$ cat config.mk
export PLATFORM = sky130hd
export DESIGN_NAME = ahb8_arbiter_flat
export DESIGN_NICKNAME = d
export VERILOG_FILES = /design/src/rtl/ahb8_arbiter_if.sv /design/src/rtl/ahb8_arbiter.sv /design/src/flat_wrapper.sv
export SDC_FILE = /design/constraint.sdc
export NUM_CORES = 1
export LEC_CHECK = 0
export BUFFER_PORTS_ARGS = -buffer_cell sky130_fd_sc_hd__buf_2
export CORE_ASPECT_RATIO = 1.1
export CORE_MARGIN = 4
export CORE_UTILIZATION = 29
export DETAILED_ROUTE_END_ITERATION = 7
export PLACE_DENSITY = 0.87
export SETUP_SLACK_MARGIN = 0.05
export SYNTH_ARGS = -nofsm -noshare
export SYNTH_HDL_FRONTEND = slang
export SYNTH_SLANG_ARGS = --single-unit
$ cat constraint.sdc
create_clock -name hclk -period 1.64 [get_ports hclk]
set_input_delay 0.082 -clock hclk [delete_from_list [all_inputs] [get_ports hclk]]
set_output_delay 0.082 -clock hclk [all_outputs]
set_load 0.01 [all_outputs]
$ cat src/rtl/ahb8_arbiter_if.sv
// ahb8_arbiter_if: 8-bit AHB master/slave bus bundle; down is the arbiter's slave-facing side (no grant)
interface ahb8_arbiter_if #(parameter int ADDR_WID = 32);
  logic [ADDR_WID-1:0] haddr;
  logic hwrite;
  logic hburst;
  logic htrans;
  logic [7:0] hwdata;
  logic hready;
  logic hresp;
  logic [7:0] hrdata;
  logic hgrant;
  modport master (output haddr, hwrite, hburst, htrans, hwdata, input hready, hresp, hrdata, hgrant);
  modport slave (input haddr, hwrite, hburst, htrans, hwdata, output hready, hresp, hrdata, hgrant);
  modport down (output haddr, hwrite, hburst, htrans, hwdata, input hready, hresp, hrdata);
endinterface

$ cat src/rtl/ahb8_arbiter.sv
// ahb8_arbiter: two-master 8-bit AHB arbiter with burst lock and bounded burst length
// AHB8_ARB_RR_EN selects round-robin idle arbitration instead of fixed m0-first priority
module ahb8_arbiter #(
  parameter int ADDR_WID = 32,
  parameter int BURST_MAX = 16,
  parameter int CNT_WID = 8
) (
  input logic hclk,
  input logic hreset_n,
  ahb8_arbiter_if.slave m0,
  ahb8_arbiter_if.slave m1,
  ahb8_arbiter_if.down s
);
  typedef enum logic [1:0] {IDLE, OWN0, OWN1} state_t;
  localparam logic [CNT_WID:0] BMAX = (CNT_WID+1)'(BURST_MAX);
  localparam logic [CNT_WID-1:0] CMAX = CNT_WID'(BURST_MAX);
  state_t state;
  logic g0, g1;
  logic [CNT_WID-1:0] cnt;
  logic own0, own1, o_htrans, o_hburst, other_req, done, at_max, rel, win0, win1;
  always_comb begin
    own0 = state == OWN0;
    own1 = state == OWN1;
    o_htrans = own0 ? m0.htrans : own1 ? m1.htrans : 1'b0;
    o_hburst = own0 ? m0.hburst : own1 ? m1.hburst : 1'b0;
    other_req = own0 ? m1.htrans : m0.htrans;
    done = o_htrans & s.hready;
    at_max = ({1'b0, cnt} + 1'b1) >= BMAX;
    rel = (done & (!o_hburst | s.hresp | (at_max & other_req))) | (!o_htrans & !o_hburst);
  end
`ifdef AHB8_ARB_RR_EN
  logic last_owner;
  always_ff @(posedge hclk or negedge hreset_n)
    if (!hreset_n) last_owner <= 1'b0;
    else if (state == IDLE && (win0 || win1)) last_owner <= win1;
  assign win0 = m0.htrans & (!m1.htrans | last_owner);
`else
  assign win0 = m0.htrans;
`endif
  assign win1 = m1.htrans & !win0;
  always_ff @(posedge hclk or negedge hreset_n)
    if (!hreset_n) begin
      state <= IDLE;
      g0 <= 1'b0;
      g1 <= 1'b0;
      cnt <= '0;
    end else if (state == IDLE) begin
      state <= win0 ? OWN0 : win1 ? OWN1 : IDLE;
      g0 <= win0;
      g1 <= win1;
      cnt <= '0;
    end else if (rel) begin
      state <= IDLE;
      g0 <= 1'b0;
      g1 <= 1'b0;
      cnt <= '0;
    end else if (done) cnt <= at_max ? CMAX : cnt + 1'b1;
  // idle leaves every slave-side output at zero, so nothing leaks between owners
  assign s.haddr = own0 ? m0.haddr : own1 ? m1.haddr : '0;
  assign s.hwrite = own0 ? m0.hwrite : own1 ? m1.hwrite : 1'b0;
  assign s.hburst = o_hburst;
  assign s.htrans = o_htrans;
  assign s.hwdata = own0 ? m0.hwdata : own1 ? m1.hwdata : '0;
  assign m0.hready = own0 & s.hready;
  assign m0.hresp = own0 & s.hresp;
  assign m0.hrdata = own0 ? s.hrdata : '0;
  assign m0.hgrant = g0;
  assign m1.hready = own1 & s.hready;
  assign m1.hresp = own1 & s.hresp;
  assign m1.hrdata = own1 ? s.hrdata : '0;
  assign m1.hgrant = g1;
endmodule

$ cat src/flat_wrapper.sv
// flat-port wrapper written by rule: the top's interface ports become plain ports
module ahb8_arbiter_flat 
#(
  parameter int ADDR_WID = 32,
  parameter int BURST_MAX = 16,
  parameter int CNT_WID = 8
)
  (hclk, hreset_n, m0_haddr, m0_hwrite, m0_hburst, m0_htrans, m0_hwdata, m0_hready, m0_hresp, m0_hrdata, m0_hgrant, m1_haddr, m1_hwrite, m1_hburst, m1_htrans, m1_hwdata, m1_hready, m1_hresp, m1_hrdata, m1_hgrant, s_haddr, s_hwrite, s_hburst, s_htrans, s_hwdata, s_hready, s_hresp, s_hrdata);
  ahb8_arbiter_if #(.ADDR_WID(ADDR_WID)) m0_i ();
  ahb8_arbiter_if #(.ADDR_WID(ADDR_WID)) m1_i ();
  ahb8_arbiter_if #(.ADDR_WID(ADDR_WID)) s_i ();
  input logic hclk;
  input logic hreset_n;
  input wire logic [$bits(m0_i.haddr)-1:0] m0_haddr;
  input wire logic [$bits(m0_i.hwrite)-1:0] m0_hwrite;
  input wire logic [$bits(m0_i.hburst)-1:0] m0_hburst;
  input wire logic [$bits(m0_i.htrans)-1:0] m0_htrans;
  input wire logic [$bits(m0_i.hwdata)-1:0] m0_hwdata;
  output wire logic [$bits(m0_i.hready)-1:0] m0_hready;
  output wire logic [$bits(m0_i.hresp)-1:0] m0_hresp;
  output wire logic [$bits(m0_i.hrdata)-1:0] m0_hrdata;
  output wire logic [$bits(m0_i.hgrant)-1:0] m0_hgrant;
  input wire logic [$bits(m1_i.haddr)-1:0] m1_haddr;
  input wire logic [$bits(m1_i.hwrite)-1:0] m1_hwrite;
  input wire logic [$bits(m1_i.hburst)-1:0] m1_hburst;
  input wire logic [$bits(m1_i.htrans)-1:0] m1_htrans;
  input wire logic [$bits(m1_i.hwdata)-1:0] m1_hwdata;
  output wire logic [$bits(m1_i.hready)-1:0] m1_hready;
  output wire logic [$bits(m1_i.hresp)-1:0] m1_hresp;
  output wire logic [$bits(m1_i.hrdata)-1:0] m1_hrdata;
  output wire logic [$bits(m1_i.hgrant)-1:0] m1_hgrant;
  output wire logic [$bits(s_i.haddr)-1:0] s_haddr;
  output wire logic [$bits(s_i.hwrite)-1:0] s_hwrite;
  output wire logic [$bits(s_i.hburst)-1:0] s_hburst;
  output wire logic [$bits(s_i.htrans)-1:0] s_htrans;
  output wire logic [$bits(s_i.hwdata)-1:0] s_hwdata;
  input wire logic [$bits(s_i.hready)-1:0] s_hready;
  input wire logic [$bits(s_i.hresp)-1:0] s_hresp;
  input wire logic [$bits(s_i.hrdata)-1:0] s_hrdata;
  assign m0_i.haddr = m0_haddr;
  assign m0_i.hwrite = m0_hwrite;
  assign m0_i.hburst = m0_hburst;
  assign m0_i.htrans = m0_htrans;
  assign m0_i.hwdata = m0_hwdata;
  assign m0_hready = m0_i.hready;
  assign m0_hresp = m0_i.hresp;
  assign m0_hrdata = m0_i.hrdata;
  assign m0_hgrant = m0_i.hgrant;
  assign m1_i.haddr = m1_haddr;
  assign m1_i.hwrite = m1_hwrite;
  assign m1_i.hburst = m1_hburst;
  assign m1_i.htrans = m1_htrans;
  assign m1_i.hwdata = m1_hwdata;
  assign m1_hready = m1_i.hready;
  assign m1_hresp = m1_i.hresp;
  assign m1_hrdata = m1_i.hrdata;
  assign m1_hgrant = m1_i.hgrant;
  assign s_haddr = s_i.haddr;
  assign s_hwrite = s_i.hwrite;
  assign s_hburst = s_i.hburst;
  assign s_htrans = s_i.htrans;
  assign s_hwdata = s_i.hwdata;
  assign s_i.hready = s_hready;
  assign s_i.hresp = s_hresp;
  assign s_i.hrdata = s_hrdata;
  ahb8_arbiter #(.ADDR_WID(ADDR_WID), .BURST_MAX(BURST_MAX), .CNT_WID(CNT_WID)) u_core (.hclk(hclk), .hreset_n(hreset_n), .m0(m0_i), .m1(m1_i), .s(s_i));
endmodule
==> metrics <==
Synth Instances between 100 and 150; Distinct cells, synth 43; number of flops mapped to enable cells by yosys 0; first-pass GRT wire length 9220 um; total global-route track usage 20.6%; H-tree Lvls 1; Int Pwr 1.10 mW; Main synth FF type dfrtp_1; synth warn 0; Syn Nets ~240; setup TNS 0 ns; maximum vdd drop 0.347 mV; Die W 71.5 um; # DRC 0; core region area 0.00429 mm^2; CTS clk-pin slew, worst paths roughly 0.05 ns; Worst EP arrival 1.50 ns; met3 Use GR 4.27%; Ports about 160; status completed; grt peak-use layer met2; Max Buffers Root-to-Sink 2; P_sw 0.719 mW; pin count of the biggest net entering global routing 41; main area contributors after synthesis a22o_1 28%, dfrtp_1 19%, and2_1 10%; CP Cell Sequence buf_4, nor2b_4, buf_12, clkbuf_16, and2_1, buf_2; Final Skew approximately 0.0065 ns; Worst Hold Path Cells 3; Clock power frac between 10% and 20%; R2R depth 4; Seq pwr share 15.5%; initial drt markers 146; initial antenna violation count 0; setup ws final 0.0557 ns; count of final max-slew check failures 0; crit path time final 1.58 ns; post-DR wirelength/cell 17.4 um; pre-CTS setup slack 0.0160 ns; Req. time, crit path 1.56 ns; Cell Rows 25; total power around 1.8 mW; Slowest Stage Delay on Critical Path 0.42 ns; die height 77.9 um; Async S/R FF share, synth 100%; total gr overflow 0; final wirelength about 6500 um; met2 usage in global routing a little under two fifths; met1 Resource Use GR 24.0%; Critical Path End Type output pin; Max-Cap Viols 0; Num CTS Buffers 3; Slowest cell on crit path dfrtp_2; Sw Ratio roughly two fifths; Layout area overhead 96.8%; fin crit share between 90% and 100%; worst relative slew slack 68.4%; Total Die Area ~0.0056 mm^2; area fraction of the dominant cell type after synthesis 27.9%; RSZ-0062 raised after global routing yes; Synth Register Bits 10; share of cells above drive strength 1 66.8%; placed cell count between 300 and 400; Post-Syn Area 0.00129 mm^2; most common library cell in the layout ignoring fill and taps buf_2; TritonCTS clock tree yes; area leader, netlist a22o_1; average size of a mapped cell 9.06 um^2; WHS 0.197 ns; vias per inst 5.24; P per Cell Area 718 mW/mm^2; worst setup path category reg -> out; Num Clock Sinks 10; Ant. Diodes 0; worst skew pair latency 0.24 ns; fill count roughly 370; Vias between 1500 and 2000; maximum clock rate 0.631 GHz; commonest cells after routing, fill and taps aside 156 x buf_2, 41 x a22o_1, 19 x and2_1, 18 x buf_4, 8 x dfrtp_1; 1st-pass router iterations 4; Min-Delay Path Class in -> reg; vias in the first global route around 1800; Seq/Total Area, Yosys between 15 and 20%; worst slew pin tran 0.470 ns; Routed Antenna Nets 0; logic gate share of total power around two thirds; clock root buffer master clkbuf_8; Leakage 1.39 nW; Worst Setup Start Kind flop; Crit Path Max Fanout 7; GPL Wtd Cong approximately 0.8; final hold violations 0; Port Buffer Count roughly 160; Setup-failing EPs final 0; Starting Density 30.0%; Non-Filler Instances approximately 370; nets between 400 and 500; hpwl dp 4910 um
[power groups by stage]
stage	clock [mW]	sequential (mW)	combinational, mW
floorplan	0	0.279	0.607
global placement	0	0.291	1.06
detailed placement	0	0.294	1.08
CTS	0.318	0.277	1.14
global route	0.338	0.282	1.30
finish	0.318	0.281	1.22
[logic make-up after synthesis]
logic type               after synthesis  synth area share, %
flip-flops                            10                 19.5
multiplexers                           2                 2.04
buffers and inverters                 16                 5.84
adder cells (fa/ha/maj)                2                 1.95
AO/OA/AOI/OAI                         65                 47.6
AND/OR/NAND/NOR                       47                 23.2
[flip-flops by register name (all words and copies together), names as in the netlist]
register,flops
u_core.m1.hgrant,1
u_core.m0.hgrant,1
u_core.cnt,8
[cell usage after synthesis (2+ instances only)]
| cell | count |
|---|---|
| and2_1 | 21 |
| nand4b_1 | 2 |
| clkbuf_1 | 11 |
| o21ai_0 | 5 |
| nor2b_1 | 3 |
| nand3_1 | 2 |
| nand2_1 | 6 |
| o211ai_1 | 2 |
| dfrtp_1 | 10 |
| a22o_1 | 41 |
| nand3b_1 | 4 |
| ha_1 | 2 |
| inv_1 | 2 |
| buf_4 | 2 |
[worst max-delay path: cells and delay by family (launching register included)]
family,cells,cell delay [ns]
DFF,1,0.42
and+or+nand+nor,2,0.24
buffers and inverters,4,0.58
[repair_timing]
action | in CTS | in global routing
cloned | 1 | 4
pin swaps | 0 | 6
resized for setup | 5 | 13
hold endpoints to repair | 10 | 0
setup buffers | 4 | 5
hold buffers | 1 | 0
setup endpoints to repair | 65 | 53
[metrics by stage]
step	cell area, um^2	utilization [%]
after global placement	2210	51.6
after detailed placement	2210	51.6
final	2530	59.1
after floorplan	1300	-
after CTS	2350	54.8
after global routing	2530	59.1
[final cells by class]
type	count	area, um^2	area share [%]
timing repair buffer	187	1140	45.2
multi-input combinational	116	1000	39.6
sequential	10	253	9.99
tap	54	67.6	2.67
clock buffer	4	55.1	2.17
inverter	2	7.51	0.297
[per-layer routing]
metal	part of all wire, %	wire length (um)
met1	38	2460
met3	8.4	546
met4	2.1	136
met2	52	3350
met5	0	0
[worst paths after layout]
kind | start | to | slack, ns
worst max-delay path | u_core.m0.hgrant$_DFFE_PN0P_ | m1_hrdata[0] | 0.06
worst min-delay path | m0_htrans | u_core.m0.hgrant$_DFFE_PN0P_ | 0.20
worst max register to register | u_core.cnt[6]$_DFFE_PN0P_ | u_core.m1.hgrant$_DFFE_PN0P_ | 0.06
worst min register to register | u_core.cnt[6]$_DFFE_PN0P_ | u_core.cnt[6]$_DFFE_PN0P_ | 0.53
max in group asynchronous | hreset_n | u_core.m1.hgrant$_DFFE_PN0P_ | 1.19
min in group asynchronous | hreset_n | u_core.m0.hgrant$_DFFE_PN0P_ | 0.23
Note: power is estimated with default switching activity, not from simulation.
